## config.mk

```make
export PLATFORM = sky130hd
export DESIGN_NAME = if_stage
export DESIGN_NICKNAME = d
export VERILOG_FILES = /design/src/rtl/pipeline_pkg.sv /design/src/rtl/if_hold_buffer.sv /design/src/rtl/if_stage.sv
export SDC_FILE = /design/constraint.sdc
export NUM_CORES = 1
export LEC_CHECK = 0
export ABC_AREA = 0
export CAP_MARGIN = 30
export CELL_PAD_IN_SITES_DETAIL_PLACEMENT = 1
export CELL_PAD_IN_SITES_GLOBAL_PLACEMENT = 1
export CORE_AREA = 5 5 167 169
export CTS_BUF_LIST = sky130_fd_sc_hd__clkbuf_4 sky130_fd_sc_hd__clkbuf_8 sky130_fd_sc_hd__clkbuf_16
export DETAILED_ROUTE_END_ITERATION = 8
export DIE_AREA = 0 0 172 174
export PLACE_DENSITY = 0.85
export SLEW_MARGIN = 10
export SYNTH_ARGS = -nofsm -noshare
export SYNTH_HDL_FRONTEND = slang
export SYNTH_SLANG_ARGS = --single-unit
```

## constraint.sdc

```tcl
create_clock -name Clk -period 1.94 [get_ports Clk]
set_input_delay 0.291 -clock Clk [delete_from_list [all_inputs] [get_ports Clk]]
set_output_delay 0.291 -clock Clk [all_outputs]
set_load 0.05 [all_outputs]
```

## src/rtl/pipeline_pkg.sv

```systemverilog
// Definitions shared across the pipeline stages: PC source encodings,
// the bubble instruction and the default reset vector.
package pipeline_pkg;

  typedef enum logic [1:0] {
    PCSRC_SEQ = 2'b00,
    PCSRC_BR  = 2'b01,
    PCSRC_J   = 2'b10,
    PCSRC_JR  = 2'b11
  } pcsrc_e;

  localparam logic [31:0] NOP_INSTR        = 32'h0000_0000;
  localparam logic [31:0] RESET_PC_DEFAULT = 32'h0000_0000;

endpackage

```

## src/rtl/if_hold_buffer.sv

```systemverilog
// One-entry skid register for the fetch stage. It parks a returned
// instruction word while decode is stalled and presents it first on release.
module if_hold_buffer #(
  parameter int WIDTH = 32
) (
  input  logic             clk,
  input  logic             reset,
  input  logic             load,
  input  logic             clear,
  input  logic [WIDTH-1:0] rdata,
  output logic             held_valid,
  output logic [WIDTH-1:0] fetched_instr
);

  logic [WIDTH-1:0] held_instr;

  // clear outranks load: a redirect or a consumed word empties the entry.
  always_ff @(posedge clk) begin
    if (reset) begin
      held_valid <= 1'b0;
      held_instr <= '0;
    end else if (clear) begin
      held_valid <= 1'b0;
    end else if (load && !held_valid) begin
      held_valid <= 1'b1;
      held_instr <= rdata;
    end
  end

  assign fetched_instr = held_valid ? held_instr : rdata;

endmodule

```

## src/rtl/if_stage.sv

```systemverilog
// Instruction-fetch stage: owns the PC, selects the next PC, and loads the
// IF/ID register, riding out memory waits and decode stalls without refetching.
module if_stage
  import pipeline_pkg::*;
#(
  parameter int               WIDTH    = 32,
  parameter logic [WIDTH-1:0] RESET_PC = WIDTH'(RESET_PC_DEFAULT)
) (
  input  logic             Clk,
  input  logic             Reset,
  input  logic             Stall,
  input  logic [1:0]       PCSrc,
  input  logic [WIDTH-1:0] BranchTarget,
  input  logic [WIDTH-1:0] JumpTarget,
  input  logic [WIDTH-1:0] JrTarget,
  input  logic [WIDTH-1:0] ImemRdata,
  input  logic             ImemValid,
  output logic [WIDTH-1:0] ImemAddr,
  output logic             ImemReq,
  output logic [WIDTH-1:0] PCAddress,
  output logic [WIDTH-1:0] nextPCAddress,
  output logic [WIDTH-1:0] ID_Instr,
  output logic [WIDTH-1:0] ID_PCPlus4,
  output logic             ID_Valid
);

  logic             redirect;
  logic             held_valid;
  logic             fetch_done;
  logic [WIDTH-1:0] fetched_instr;
  logic [WIDTH-1:0] pc_plus4;
  logic [WIDTH-1:0] target_raw;
  logic [WIDTH-1:0] target;

  assign redirect   = (PCSrc != PCSRC_SEQ);
  assign fetch_done = ImemValid | held_valid;
  assign pc_plus4   = PCAddress + WIDTH'(4);

  // NOTE: always_comb assigns every output a default first so no path
  // through the case can leave a value unassigned and infer a latch.
  always_comb begin
    target_raw = BranchTarget;
    unique case (pcsrc_e'(PCSrc))
      PCSRC_SEQ: target_raw = BranchTarget;
      PCSRC_BR:  target_raw = BranchTarget;
      PCSRC_J:   target_raw = JumpTarget;
      PCSRC_JR:  target_raw = JrTarget;
      default:   target_raw = BranchTarget;
    endcase
  end

  // Instructions are word aligned, so the low two target bits are dropped.
  assign target = target_raw & ~WIDTH'(3);

  always_comb begin
    nextPCAddress = pc_plus4;
    if (redirect)
      nextPCAddress = target;
    else if (Stall || !fetch_done)
      nextPCAddress = PCAddress;
  end

  if_hold_buffer #(
    .WIDTH(WIDTH)
  ) u_hold (
    .clk           (Clk),
    .reset         (Reset),
    .load          (ImemValid),
    .clear         (redirect || !Stall),
    .rdata         (ImemRdata),
    .held_valid    (held_valid),
    .fetched_instr (fetched_instr)
  );

  // NOTE: state registers use non-blocking assignments so every register
  // samples pre-edge values, independent of statement order.
  always_ff @(posedge Clk) begin
    if (Reset) begin
      PCAddress  <= RESET_PC;
      ID_Instr   <= WIDTH'(NOP_INSTR);
      ID_PCPlus4 <= '0;
      ID_Valid   <= 1'b0;
    end else begin
      PCAddress <= nextPCAddress;
      if (redirect) begin
        ID_Instr <= WIDTH'(NOP_INSTR);
        ID_Valid <= 1'b0;
      end else if (Stall) begin
        ID_Instr <= ID_Instr;
      end else if (fetch_done) begin
        ID_Instr   <= fetched_instr;
        ID_PCPlus4 <= pc_plus4;
        ID_Valid   <= 1'b1;
      end else begin
        ID_Instr <= WIDTH'(NOP_INSTR);
        ID_Valid <= 1'b0;
      end
    end
  end

  assign ImemAddr = PCAddress;
  assign ImemReq  = !Reset && !held_valid;

endmodule
```

==> reports/summary.txt <==
CTS max path bufs: 2
Area grow syn2layout: 83.02%
Setup Crit Path Kind: flop to primary output
Leakage power: 5.089 nW
Hold Crit Class: input port to flop
Clock Power Share: 0.371
CTS tree: built
FF+latch count, synth: 130
CTS buffer count: 17
Worst slew margin: 0.5412
Slowest CP cell: or4_4
RSZ-0062 raised after global routing: true
Pin count of the biggest net entering global routing: 69
Outcome: complete, but fails checks
DR iter-0 viols: 410
Drt via density: 5.075
Area of the multi-input gates: 4489 µm²
First-pass GRT wire length: 50650 µm
NetSw: 2.971 mW
Setup TNS: -19.14 ns
Main synth FF type: dfxtp_1
Slew Limit Fails: 0
Post-synth EDFFs: 0
Worst path max stage delay: 0.54 ns
Cell Int Power: 5.717 mW
Synth top area cells: dfxtp_1 (37%), a21oi_1 (7.8%), nand2_1 (7.8%)
Vias: 8146
Critical path launch point type: flop
Insertion delay to the later sink of the worst-skew pair: 0.42 ns
Post-route ant nets: 0
Crit. Startpoint: ImemAddr[6]
Post-DR wirelength/cell: 21.57 µm
Syn_nets: 1012
Clk Tree Root Cell: clkbuf_16
H-tree levels: 4
Combinational fraction of design power: 0.301
DRC Markers: 0
Worst hold slack: 0.2753 ns
Power density over the cells: 681.2 nW/µm²
Design Area, Final: 12750 µm²
Area leader, netlist: dfxtp_1
# clock sinks: 130
Placed cell count: 1533
Placement Cell Area: 11260 µm²
Synth Cell Area: 6969 µm²
Seq/Total Area, Yosys: 0.3734
Number of library cell types mapped by synthesis: 51
Fmax achieved: 372.5 MHz
Vias in the first global route: 8857
Num ports: 296
Total core area: 26430 µm²
Proportion of layout cells with a drive suffix above 1: 0.3528
FILL cells: 2998
Initial antenna violation count: 2
Required time of the worst setup path: 1.65 ns
Fin. Hold Viols: 0
Worst slew pin tran: 0.6882 ns
GP Congestion: 0.8957
Max FO, Critical Path: 6
Final setup fails: 43
Final worst path period need: 2.685 ns
Dpl hpwl: 23790 µm
Period utilization: 1.384
Peak VDD IR: 0.0004680 V
All-Layer GR Usage: 0.2142
Crit end category: primary output
Initial Utilization: 0.2637
CP Buf/Inv Count: 1
Cell count after synthesis: 877
Arrival time at the worst endpoint: 2.39 ns
Mean Syn Cell Area: 7.947 µm²
Sequential share of power: 0.328
DIE HEIGHT: 174 µm
Final clock skew: 0.01015 ns
Drt first pass iters: 5
Antenna Cells: 0
Top-area cell type share of the netlist area: 0.3734
Crit path cell chain: nand4_4 > or4_4 > nor3_4 > mux2i_4 > o21ai_4 > buf_12
Crit-path leading delay family: simple AND/OR/NAND/NOR gates
PortBufs: 289
Total grt overflow: 0
Max-Cap Viols: 0
Final net count: 1386
# rows: 60
Commonest cells after routing, fill and taps aside: buf_4 (181), clkdlybuf4s50_1 (177), nand2_1 (128)
Post-route setup slack: -0.7449 ns
Leading cell type in the layout, fill and taps excluded: buf_4
Failing checks: setup timing
Die span in x: 172 µm
Hold path start: Reset
FF-to-FF Start: ImemAddr[6]
Register area: 2676 µm²
DIE AREA: 29930 µm²
Post-layout instance count excluding filler cells: 1605
Async set or reset register ratio after synthesis: 0
Post-route core utilization: 0.4827
Routed WL: 34620 µm
Total number of yosys warnings: 0
Sw Share: 0.3419
Clock transition at path regs: 0.07 ns
[routing by layer]
| metal | part of all wire | GRT usage |
|---|---|---|
| met5 | 0.00061 | 0 |
| met2 | 0.54 | 0.4003 |
| met4 | 0.036 | 0.07927 |
| met3 | 0.062 | 0.04730 |
| met1 | 0.36 | 0.2327 |
[cells in the mapped netlist, types with 5 or more instances]
cell type	count
o21ai_0	20
mux4_2	11
mux2i_1	10
clkbuf_1	60
nand4_1	13
nand3b_1	32
nor4_1	9
nand2_1	144
and2_1	6
xnor2_1	22
mux2_2	14
a31oi_1	6
nor2b_1	12
buf_2	10
or3_1	8
nor3_1	9
nor2_1	85
xor2_1	19
o22ai_1	5
buf_4	34
dfxtp_1	130
inv_1	5
a21oi_1	109
a22oi_1	14
nand3_1	18
a211oi_1	27
[path summary, 6_finish.rpt]
| check | to | slack (ns) | depth (start not counted) |
|---|---|---|---|
| setup / recovery | nextPCAddress[21] | -0.74 | 6 |
| hold / removal | ImemAddr[25] | 0.28 | 3 |
| setup reg to reg | ID_PCPlus4[22] | -0.36 | 8 |
| hold reg to reg | u_hold.held_instr[20] | 0.46 | 2 |
[registers in the layout (all words and copies together), names as in the netlist]
register	flops
ID_Valid	1
ImemAddr	32
u_hold.held_instr	32
ID_Instr	32
ID_PCPlus4	32
u_hold.held_valid	1
[through the flow]
stage | worst slack, ns | total power, mW
2_1_floorplan | -0.3187 | 4.269
3_3_place_gp | -0.2773 | 5.270
3_5_place_dp | -0.3427 | 5.327
4_1_cts | -0.6932 | 8.608
5_1_grt | -0.7996 | 8.982
6_report | -0.7449 | 8.688
[logic make-up (layout without fill, tap and decap cells)]
logic type | Yosys count | in the layout | synth area share
AND/OR/NAND/NOR | 359 | 359 | 0.2540
AO/OA/AOI/OAI | 195 | 195 | 0.1636
adder cells (fa/ha/maj) | 1 | 1 | 0.001795
multiplexers | 35 | 35 | 0.07253
buffers and inverters | 116 | 503 | 0.08312
XOR/XNOR | 41 | 41 | 0.05153
flip-flops | 130 | 130 | 0.3734
[tightest hold or removal path, stage by stage]
cell     delay [ns]
buf_4          0.10
buf_12         0.20
a31oi_1        0.06
[cell type report]
type                    count  share of cell area
well taps                 341             0.03345
multi-input cells         631              0.3520
flip-flops and latches    130              0.2098
clock inverters            13             0.01010
clock buffers              19             0.03502
inverters                   5            0.001471
repair buffers            466              0.3582
[timing repair]
| item | CTS | global route |
|---|---|---|
| gates cloned | 1 | 0 |
| buffers inserted | 22 | 23 |
| pin swaps | 20 | 33 |
| resized for setup | 96 | 75 |
| endpoints found under the setup margin | 66 | 66 |
| hold buffers | 0 | 0 |
[power by group through the flow]
| stage | registers, mW | logic (mW) | clock network (mW) |
|---|---|---|---|
| 6_report | 2.85 | 2.61 | 3.22 |
| 5_1_grt | 2.86 | 2.72 | 3.40 |
| 4_1_cts | 2.85 | 2.50 | 3.26 |
| 3_5_place_dp | 2.91 | 2.42 | 0 |
| 3_3_place_gp | 2.90 | 2.37 | 0 |
| 2_1_floorplan | 3.18 | 1.09 | 0 |
Note: power is estimated with default switching activity, not from simulation.
